<file path="src/rtl/mips_pkg.sv">
// Shared encodings for the ID/EX stage: ALU command codes, ALUOp classes,
// and the R-type funct / I-type opcode values the ALU-control decode recognises.
package mips_pkg;

    typedef enum logic [1:0] {
        ALUOP_ADD   = 2'd0,
        ALUOP_SUB   = 2'd1,
        ALUOP_RTYPE = 2'd2,
        ALUOP_ITYPE = 2'd3
    } alu_op_e;

    localparam logic [3:0] CMD_AND = 4'b0000;
    localparam logic [3:0] CMD_OR  = 4'b0001;
    localparam logic [3:0] CMD_ADD = 4'b0010;
    localparam logic [3:0] CMD_XOR = 4'b0011;
    localparam logic [3:0] CMD_SUB = 4'b0110;
    localparam logic [3:0] CMD_SLT = 4'b0111;
    localparam logic [3:0] CMD_SLL = 4'b1000;
    localparam logic [3:0] CMD_SRL = 4'b1001;
    localparam logic [3:0] CMD_NOR = 4'b1100;
    localparam logic [3:0] CMD_EQ  = 4'b1111;

    localparam logic [5:0] FN_SLL = 6'h00;
    localparam logic [5:0] FN_SRL = 6'h02;
    localparam logic [5:0] FN_ADD = 6'h20;
    localparam logic [5:0] FN_SUB = 6'h22;
    localparam logic [5:0] FN_AND = 6'h24;
    localparam logic [5:0] FN_OR  = 6'h25;
    localparam logic [5:0] FN_XOR = 6'h26;
    localparam logic [5:0] FN_NOR = 6'h27;
    localparam logic [5:0] FN_SLT = 6'h2A;

    localparam logic [5:0] OP_ADDI = 6'h08;
    localparam logic [5:0] OP_SLTI = 6'h0A;
    localparam logic [5:0] OP_ANDI = 6'h0C;
    localparam logic [5:0] OP_ORI  = 6'h0D;
    localparam logic [5:0] OP_XORI = 6'h0E;

endpackage

</file>
<file path="src/rtl/alu_ctrl_dec.sv">
// Combinational ALU-control decode: ALUOp class plus funct/opcode/branch -> ALU command.
// Unrecognised funct or opcode falls back to ADD and raises illegal_o.
module alu_ctrl_dec
    import mips_pkg::*;
(
    input  logic [1:0] alu_op_i,
    input  logic [5:0] funct_i,
    input  logic [5:0] opcode_i,
    input  logic       branch_i,
    output logic [3:0] cmd_o,
    output logic       illegal_o
);

    always_comb begin
        cmd_o     = CMD_ADD;
        illegal_o = 1'b0;
        case (alu_op_i)
            ALUOP_ADD: cmd_o = CMD_ADD;
            ALUOP_SUB: cmd_o = branch_i ? CMD_EQ : CMD_SUB;
            ALUOP_RTYPE: begin
                case (funct_i)
                    FN_ADD:  cmd_o = CMD_ADD;
                    FN_SUB:  cmd_o = CMD_SUB;
                    FN_AND:  cmd_o = CMD_AND;
                    FN_OR:   cmd_o = CMD_OR;
                    FN_XOR:  cmd_o = CMD_XOR;
                    FN_NOR:  cmd_o = CMD_NOR;
                    FN_SLT:  cmd_o = CMD_SLT;
                    FN_SLL:  cmd_o = CMD_SLL;
                    FN_SRL:  cmd_o = CMD_SRL;
                    default: illegal_o = 1'b1;
                endcase
            end
            default: begin
                case (opcode_i)
                    OP_ADDI: cmd_o = CMD_ADD;
                    OP_ANDI: cmd_o = CMD_AND;
                    OP_ORI:  cmd_o = CMD_OR;
                    OP_XORI: cmd_o = CMD_XOR;
                    OP_SLTI: cmd_o = CMD_SLT;
                    default: illegal_o = 1'b1;
                endcase
            end
        endcase
    end

endmodule

</file>
<file path="src/rtl/id_ex_stage.sv">
// ID/EX pipeline register with ALU-control decode and ALU operand selection.
// Define ID_EX_FWD_EN to forward from EX/MEM and MEM/WB; otherwise operands come from registered reads only.
module id_ex_stage
    import mips_pkg::*;
#(
    parameter int DW = 32,
    parameter int RW = 5
) (
    input  logic          clk,
    input  logic          rst,
    input  logic          stall,
    input  logic          flush,
    input  logic          id_valid,
    input  logic [DW-1:0] id_rs_data,
    input  logic [DW-1:0] id_rt_data,
    input  logic [DW-1:0] id_imm,
    input  logic [RW-1:0] id_rs,
    input  logic [RW-1:0] id_rt,
    input  logic [RW-1:0] id_rd,
    input  logic [5:0]    id_opcode,
    input  logic [5:0]    id_funct,
    input  logic [1:0]    id_ALUOp,
    input  logic          id_ALUSrc,
    input  logic          id_RegDst,
    input  logic          id_RegWrite,
    input  logic          id_MemRead,
    input  logic          id_MemWrite,
    input  logic          id_MemtoReg,
    input  logic          id_branch,
    input  logic          exmem_RegWrite,
    input  logic [RW-1:0] exmem_rd,
    input  logic [DW-1:0] exmem_alu_out,
    input  logic          memwb_RegWrite,
    input  logic [RW-1:0] memwb_rd,
    input  logic [DW-1:0] memwb_wdata,
    output logic [DW-1:0] input1,
    output logic [DW-1:0] input2,
    output logic [3:0]    ex_cmd,
    output logic [1:0]    ALUOp,
    output logic          branchD,
    output logic [DW-1:0] ex_store_data,
    output logic [RW-1:0] ex_dest,
    output logic          ex_valid,
    output logic          ex_RegWrite,
    output logic          ex_MemRead,
    output logic          ex_MemWrite,
    output logic          ex_MemtoReg,
    output logic          ex_illegal
);

    logic [3:0] dec_cmd;
    logic       dec_illegal;

    alu_ctrl_dec u_alu_ctrl_dec (
        .alu_op_i (id_ALUOp),
        .funct_i  (id_funct),
        .opcode_i (id_opcode),
        .branch_i (id_branch),
        .cmd_o    (dec_cmd),
        .illegal_o(dec_illegal)
    );

    logic [DW-1:0] rs_data_q, rs_data_d, rt_data_q, rt_data_d, imm_q, imm_d;
    logic [RW-1:0] rs_q, rs_d, rt_q, rt_d, dest_q, dest_d;
    logic [3:0]    cmd_q, cmd_d;
    logic [1:0]    aluop_q, aluop_d;
    logic          valid_q, valid_d, illegal_q, illegal_d, branch_q, branch_d, alusrc_q, alusrc_d;
    logic          regwrite_q, regwrite_d, memread_q, memread_d;
    logic          memwrite_q, memwrite_d, memtoreg_q, memtoreg_d;

    // flush wins over stall; a load with id_valid=0 is also a bubble
    always_comb begin
        rs_data_d  = rs_data_q;  rt_data_d  = rt_data_q;  imm_d      = imm_q;
        rs_d       = rs_q;       rt_d       = rt_q;       dest_d     = dest_q;
        cmd_d      = cmd_q;      aluop_d    = aluop_q;    valid_d    = valid_q;
        illegal_d  = illegal_q;  branch_d   = branch_q;   alusrc_d   = alusrc_q;
        regwrite_d = regwrite_q; memread_d  = memread_q;  memwrite_d = memwrite_q;
        memtoreg_d = memtoreg_q;
        if (flush || !stall) begin
            if (flush || !id_valid) begin
                rs_data_d  = '0;    rt_data_d  = '0;    imm_d      = '0;
                rs_d       = '0;    rt_d       = '0;    dest_d     = '0;
                cmd_d      = CMD_ADD;
                aluop_d    = '0;    valid_d    = 1'b0;  illegal_d  = 1'b0;
                branch_d   = 1'b0;  alusrc_d   = 1'b0;  regwrite_d = 1'b0;
                memread_d  = 1'b0;  memwrite_d = 1'b0;  memtoreg_d = 1'b0;
            end else begin
                rs_data_d  = id_rs_data;  rt_data_d  = id_rt_data;  imm_d      = id_imm;
                rs_d       = id_rs;       rt_d       = id_rt;
                dest_d     = id_RegDst ? id_rd : id_rt;
                cmd_d      = dec_cmd;     aluop_d    = id_ALUOp;    valid_d    = 1'b1;
                illegal_d  = dec_illegal; branch_d   = id_branch;   alusrc_d   = id_ALUSrc;
                regwrite_d = id_RegWrite; memread_d  = id_MemRead;  memwrite_d = id_MemWrite;
                memtoreg_d = id_MemtoReg;
            end
        end
    end

    always_ff @(posedge clk) begin
        if (rst) begin
            rs_data_q  <= '0;    rt_data_q  <= '0;    imm_q      <= '0;
            rs_q       <= '0;    rt_q       <= '0;    dest_q     <= '0;
            cmd_q      <= CMD_ADD;
            aluop_q    <= '0;    valid_q    <= 1'b0;  illegal_q  <= 1'b0;
            branch_q   <= 1'b0;  alusrc_q   <= 1'b0;  regwrite_q <= 1'b0;
            memread_q  <= 1'b0;  memwrite_q <= 1'b0;  memtoreg_q <= 1'b0;
        end else begin
            rs_data_q  <= rs_data_d;  rt_data_q  <= rt_data_d;  imm_q      <= imm_d;
            rs_q       <= rs_d;       rt_q       <= rt_d;       dest_q     <= dest_d;
            cmd_q      <= cmd_d;      aluop_q    <= aluop_d;    valid_q    <= valid_d;
            illegal_q  <= illegal_d;  branch_q   <= branch_d;   alusrc_q   <= alusrc_d;
            regwrite_q <= regwrite_d; memread_q  <= memread_d;  memwrite_q <= memwrite_d;
            memtoreg_q <= memtoreg_d;
        end
    end

    logic [DW-1:0] fwd_rs, fwd_rt;

`ifdef ID_EX_FWD_EN
    // EX/MEM is the younger producer, so it beats MEM/WB; r0 is never forwarded
    always_comb begin
        fwd_rs = rs_data_q;
        if (exmem_RegWrite && exmem_rd != '0 && exmem_rd == rs_q)
            fwd_rs = exmem_alu_out;
        else if (memwb_RegWrite && memwb_rd != '0 && memwb_rd == rs_q)
            fwd_rs = memwb_wdata;
        fwd_rt = rt_data_q;
        if (exmem_RegWrite && exmem_rd != '0 && exmem_rd == rt_q)
            fwd_rt = exmem_alu_out;
        else if (memwb_RegWrite && memwb_rd != '0 && memwb_rd == rt_q)
            fwd_rt = memwb_wdata;
    end
`else
    logic unused_fwd;
    assign unused_fwd = ^{exmem_RegWrite, exmem_rd, exmem_alu_out,
                          memwb_RegWrite, memwb_rd, memwb_wdata, rs_q, rt_q};
    assign fwd_rs = rs_data_q;
    assign fwd_rt = rt_data_q;
`endif

    logic is_shift;
    assign is_shift = (cmd_q == CMD_SLL) || (cmd_q == CMD_SRL);

    // shifts operate on rt by the shamt field held in imm[10:6]
    assign input1        = is_shift ? fwd_rt : fwd_rs;
    assign input2        = is_shift ? {{(DW-5){1'b0}}, imm_q[10:6]} : (alusrc_q ? imm_q : fwd_rt);
    assign ex_store_data = fwd_rt;
    assign ex_cmd        = cmd_q;
    assign ALUOp         = aluop_q;
    assign branchD       = branch_q;
    assign ex_dest       = dest_q;
    assign ex_valid      = valid_q;
    assign ex_RegWrite   = regwrite_q;
    assign ex_MemRead    = memread_q;
    assign ex_MemWrite   = memwrite_q;
    assign ex_MemtoReg   = memtoreg_q;
    assign ex_illegal    = illegal_q;

endmodule

</file>
<file path="config.mk">
export PLATFORM = sky130hd
export DESIGN_NAME = id_ex_stage
export DESIGN_NICKNAME = d
export VERILOG_FILES = /design/src/rtl/mips_pkg.sv /design/src/rtl/alu_ctrl_dec.sv /design/src/rtl/id_ex_stage.sv
export SDC_FILE = /design/constraint.sdc
export NUM_CORES = 1
export LEC_CHECK = 0
export ABC_AREA = 1
export BUFFER_PORTS_ARGS = -buffer_cell sky130_fd_sc_hd__buf_2
export CAP_MARGIN = 20
export CORE_MARGIN = 1.5
export CORE_UTILIZATION = 35
export DETAILED_ROUTE_END_ITERATION = 10
export PLACE_DENSITY = 0.66
export SETUP_SLACK_MARGIN = 0.05
export SLEW_MARGIN = 20
export SYNTH_ARGS = -nofsm -noshare
export SYNTH_HDL_FRONTEND = slang
export SYNTH_HIERARCHICAL = 1
export SYNTH_SLANG_ARGS = --single-unit
</file>
<file path="constraint.sdc">
create_clock -name clk -period 1.2 [get_ports clk]
set_input_delay 0.06 -clock clk [delete_from_list [all_inputs] [get_ports clk]]
set_output_delay 0.06 -clock clk [all_outputs]
set_load 0.01 [all_outputs]
</file>
==> impl_metrics.env, run 1 <==
export IMPL_p_leak_nw=4.07
export IMPL_setup_tns_ps=-23790
export IMPL_die_x_um=127
export IMPL_dp_cells=1228
export IMPL_portBuffers=245
export IMPL_layout_commonest_cell="nand2_1"
export IMPL_max_freq_ghz=0.615
export IMPL_post_route_drc_count=0
export IMPL_drtAntennaViolNets=0
export IMPL_rsz0062_at_grt="true"
export IMPL_avgViaCountPerCell=4.61
export IMPL_outcome="finished with violations"
export IMPL_slew_headroom=0.792
export IMPL_hold_depth=5
export IMPL_cts_made_buffers=17
export IMPL_peakVddDrop_uv=837
export IMPL_endpoint_kind="primary output"
export IMPL_clock_skew_ps=0
export IMPL_r2r_cells=3
export IMPL_track_usage=0.223
export IMPL_drt_iter0_drc=412
export IMPL_setup_violations=64
export IMPL_synth_seq_cells=115
export IMPL_crit_slowest_cell="dfxtp_2"
export IMPL_fin_cells=1377
export IMPL_post_dp_cell_area_sq_um=6920
export IMPL_layout_common_cells="nand2_1 (354), buf_2 (237), a21oi_1 (114), dlygate4sd3_1 (113), dfxtp_1 (112)"
export IMPL_start_util=0.357
export IMPL_fill_cells=1387
export IMPL_area_growth_pct=63.1
export IMPL_hold_slack_ps=13.7
export IMPL_cts_htree_levels=4
export IMPL_worst_slew_pin_slew_ps=312
export IMPL_vias=6350
export IMPL_gp_congestion=0.839
export IMPL_synthesis_nets=1043
export IMPL_path_depth=5
export IMPL_grt_pass1_wl_um=29200
export IMPL_antenna_found_initial=0
export IMPL_setup_ws_ps=-426
export IMPL_cp_max_fo=15
export IMPL_overflow=0
export IMPL_cap_viol_max_count=0
export IMPL_layout_nets=1389
export IMPL_cts_tree="built"
export IMPL_final_util=0.582
export IMPL_finalPower_mw=9.95
export IMPL_post_place_ws_ps=-50.9
export IMPL_insertion_delay_ps=400
export IMPL_core_sq_um=15100
export IMPL_dieArea_sq_um=16200
export IMPL_grt_max_degree=46
export IMPL_path_class="reg2out"
export IMPL_first_pass_iters=7
export IMPL_cts_sinks=115
export IMPL_avgSynthCellArea_sq_um=6.51
export IMPL_clockBufferDepth=2
export IMPL_crit_buf_inv=3
export IMPL_crit_required_ps=1140
export IMPL_violations="negative setup slack"
export IMPL_finalWorstPathRequiredPeriod_ps=1630
export IMPL_die_h_um=127
export IMPL_wl_um=18600
export IMPL_powerDensity_nw_per_um2=1130
export IMPL_fin_area_sq_um=8810
export IMPL_cp_top_family="buffers and inverters"
export IMPL_seq_area_frac_synth=0.426
export IMPL_row_count=45
export IMPL_cts_root_buf="clkbuf_16"
export IMPL_drive_gt1_frac=0.284
export IMPL_slowest_delay_ps=310
export IMPL_grt_pass1_vias=5962
export IMPL_path_cells="nand3b_1 -> buf_12 -> clkbuf_16 -> o21ai_2 -> buf_2"
export IMPL_synthCells=830
export IMPL_cts_clk_slew_worst_paths_ps=50
export IMPL_cp_start_kind="flip-flop"
export IMPL_boundaryPins=327
export IMPL_hold_path_class="in2reg"
export IMPL_wl_per_cell_um=13.5
export IMPL_ys_types=24
export IMPL_drv_slew=0
export IMPL_syn_area_sq_um=5400
export IMPL_timing_final_crit_share=1.35
export IMPL_cp_data_arrival_time_ps=1570
export IMPL_dpl_hpwl_um=11600
export IMPL_antenna_cells=0
export IMPL_ys_warn_count=6
export IMPL_finalHoldViolations=0
## final timing paths
check	to	slack [ps]	startpoint
worst min register to register	ex_dest[1]	460	ex_dest[1]
worst max-delay path	input1[18]	-430	ex_cmd[1]
worst max register to register	alusrc_q	290	alusrc_q
worst min-delay path	ex_dest[4]	10	id_rt[4]
## state kept, by name, indices dropped and copies added (netlist names), 2 cells and up
name	cells
fwd_rs	32
ex_store_data	32
ex_cmd	4
ex_dest	5
ALUOp	2
imm_q	32
## kinds of logic after synthesis
family,synth area share
and+or+nand+nor,0.289
AOI/OAI and AO/OA,0.177
buffers and inverters,0.108
DFF,0.426
## worst reg2reg max path, delay by kind of cell (launching register included)
| family | cells | cell delay (ps) |
|---|---|---|
| DFF | 1 | 410 |
| and+or+nand+nor | 1 | 80 |
| AOI/OAI and AO/OA | 1 | 130 |
| buffers and inverters | 1 | 220 |
## what timing repair did
item,in CTS,in global routing
hold buffers,113,0
endpoints found under the setup margin,64,65
gates cloned,0,3
endpoints found under the hold margin,109,0
setup buffers,1,0
gates resized for setup,27,33
## routing by layer
layer	up-vias	track usage	part of all wire	wire (um)
li1	3293	-	-	-
met5	-	0	0	0
met3	14	0.0607	0.065	1220
met2	226	0.371	0.48	8850
met1	2817	0.285	0.45	8390
met4	0	0.0628	0.0091	169
## area by class of cell
class                      instances  area [sq um]  share of cell area
clock buffer                      21           450              0.0511
multi-input combinational        582          2600               0.295
inverter                          78           294              0.0334
clock inverter                    11           111              0.0126
timing repair buffer             382          2810               0.319
tap                              188           235              0.0267
sequential                       115          2310               0.262
## where the power goes
part           switching [mW]  total [mW]  leakage [nW]  internal, mW
Sequential             0.0466        3.95         0.932          3.90
Clock                    1.74        4.82         0.280          3.08
Combinational           0.567        1.19          2.86         0.620
## cells in the mapped netlist (all sizes together)
cell	n	area share
a21boi	1	0.0014
a21oi	119	0.11
buf	38	0.042
clkbuf	17	0.012
clkinv	1	0.00069
dfxtp	115	0.43
inv	77	0.053
nand2	358	0.25
nand3	14	0.017
nand3b	2	0.0028
nand4	2	0.0023
nor2	19	0.019
o211ai	1	0.0014
o21a	5	0.0069
o21ai	60	0.056
o21bai	1	0.0014
Power figures use the tool's default switching activity.
==> run 2, diff against run 1 <==
- CORE_MARGIN: 1.5 -> default
==> run 2 against run 1 <==
The run still ends with negative setup slack left. Setup slack worse by 84 ps. Die area down 1.6%. Fmax down 4.9%. Critical path depth up 1. Clock skew unchanged. Via count up 6.8%. Flip-flop and latch count unchanged. Non-clock buffer count up 22. Cell count up 1.6%. Worst hold slack better by 27 ps. Clock power up 3%. Routed wire length up 13%. Highest routed layer unchanged.
==> impl_metrics.env, run 2 (same netlist as run 1, synthesis figures left out) <==
export IMPL_cts_root_buf="clkbuf_16"
export IMPL_violations="negative setup slack"
export IMPL_row_count=45
export IMPL_dpl_hpwl_um=11200
export IMPL_track_usage=0.234
export IMPL_cts_tree="built"
export IMPL_hold_path_class="in2reg"
export IMPL_boundaryPins=327
export IMPL_p_leak_nw=4.33
export IMPL_die_h_um=126
export IMPL_antenna_found_initial=0
export IMPL_cap_viol_max_count=0
export IMPL_drive_gt1_frac=0.312
export IMPL_finalHoldViolations=0
export IMPL_overflow=0
export IMPL_hold_path_startpoint="flush"
export IMPL_die_x_um=126
export IMPL_vias=6781
export IMPL_max_freq_ghz=0.585
export IMPL_insertion_delay_ps=400
export IMPL_cp_data_arrival_time_ps=1650
export IMPL_timing_final_crit_share=1.42
export IMPL_gp_congestion=0.828
export IMPL_final_util=0.620
export IMPL_post_place_ws_ps=-83.0
export IMPL_layout_nets=1411
export IMPL_powerDensity_nw_per_um2=1090
export IMPL_avgViaCountPerCell=4.85
export IMPL_clockBufferDepth=2
export IMPL_layout_common_cells="nand2_1 (345), buf_2 (231), dlygate4sd3_1 (116), dfxtp_1 (113), a21oi_1 (109)"
export IMPL_dieArea_sq_um=15900
export IMPL_cp_start_kind="flip-flop"
export IMPL_finalWorstPathRequiredPeriod_ps=1710
export IMPL_grt_pass1_vias=6132
export IMPL_wl_per_cell_um=15.0
export IMPL_clock_skew_ps=0
export IMPL_cts_sinks=115
export IMPL_antenna_cells=0
export IMPL_drt_iter0_drc=430
export IMPL_worst_slew_pin_slew_ps=312
export IMPL_cp_max_fo=11
export IMPL_cts_made_buffers=17
export IMPL_wl_um=21000
export IMPL_critical_path_startpoint="ex_cmd[1]"
export IMPL_r2r_start="imm_q[8]"
export IMPL_first_pass_iters=5
export IMPL_cts_clk_slew_worst_paths_ps=50
export IMPL_drv_slew=0
export IMPL_portBuffers=245
export IMPL_rsz0062_at_grt="true"
export IMPL_endpoint_kind="primary output"
export IMPL_finalPower_mw=10.2
export IMPL_peakVddDrop_uv=854
export IMPL_path_class="reg2out"
export IMPL_setup_violations=64
export IMPL_crit_required_ps=1140
export IMPL_cts_htree_levels=4
export IMPL_area_growth_pct=73.7
export IMPL_layout_commonest_cell="nand2_1"
export IMPL_drtAntennaViolNets=0
export IMPL_grt_pass1_wl_um=29600
export IMPL_post_route_drc_count=0
export IMPL_hold_slack_ps=40.5
export IMPL_setup_ws_ps=-509
export IMPL_slew_headroom=0.792
export IMPL_core_sq_um=15100
export IMPL_grt_max_degree=66
export IMPL_outcome="finished with violations"
export IMPL_start_util=0.357
==> run 2: cell count changes in the layout (fill, tap and decap cells not counted), moves of 5 or more <==
cell and delta:
a21oi_1 -5, buf_2 -6, buf_6 +11, clkbuf_16 +7, nand2_1 -9, nand2_2 +7
o21ai_0 -6
==> run 2: layer usage <==
layer	track usage	vias to the layer above	wire [um]
met4	0.0829	0	365
met1	0.278	3122	8960
met3	0.0709	37	1360
met5	0	-	0
li1	-	3342	-
met2	0.396	280	10300
==> run 2: power by group <==
part | internal (mW) | switching (mW)
logic | 0.675 | 0.614
clock network | 3.20 | 1.77
registers | 3.90 | 0.0495
total | 7.77 | 2.44
==> run 2: area by class of cell <==
cell class	count	area (sq um)
multi-input combinational	582	2720
clock buffer	22	474
clock inverter	10	106
tap	188	235
sequential	115	2310
timing repair buffer	404	3250
fill	1312	5760
inverter	78	294
==> run 2: critical path: stages (launching register included) <==
cell,delay [ps]
dfxtp_1,300
nand3b_1,160
buf_6,150
buf_12,140
clkbuf_16,170
o21ai_1,150
buf_2,160
==> run 2: per-stage QoR <==
| step | instances | TNS [ps] | area [sq um] |
|---|---|---|---|
| 6_report | 1399 | -27470 | 9380 |
| 5_1_grt | 1399 | -31010 | 9380 |
| 4_1_cts | 1381 | -25280 | 8770 |
| 3_5_place_dp | 1229 | -578 | 6920 |
| 3_3_place_gp | 1229 | -147 | 6920 |
| 2_1_floorplan | 830 | 0 | 5420 |
==> run 2: path summary, 6_finish.rpt <==
| check | slack (ps) | cells past startpoint | end |
|---|---|---|---|
| worst max-delay path | -510 | 6 | input1[7] |
| worst min-delay path | 40 | 5 | ex_cmd[1] |
| worst max register to register | 490 | 2 | imm_q[8] |
| worst min register to register | 460 | 2 | ALUOp[1] |
==> run 2: what timing repair did <==
item / 4_1_cts / 5_1_grt
buffers inserted: 1 / 6
hold buffers: 117 / 0
hold endpoints to repair: 111 / 0
cloned: 2 / 12
pin swaps: 0 / 6
resized for setup: 37 / 78
setup endpoints to repair: 64 / 162
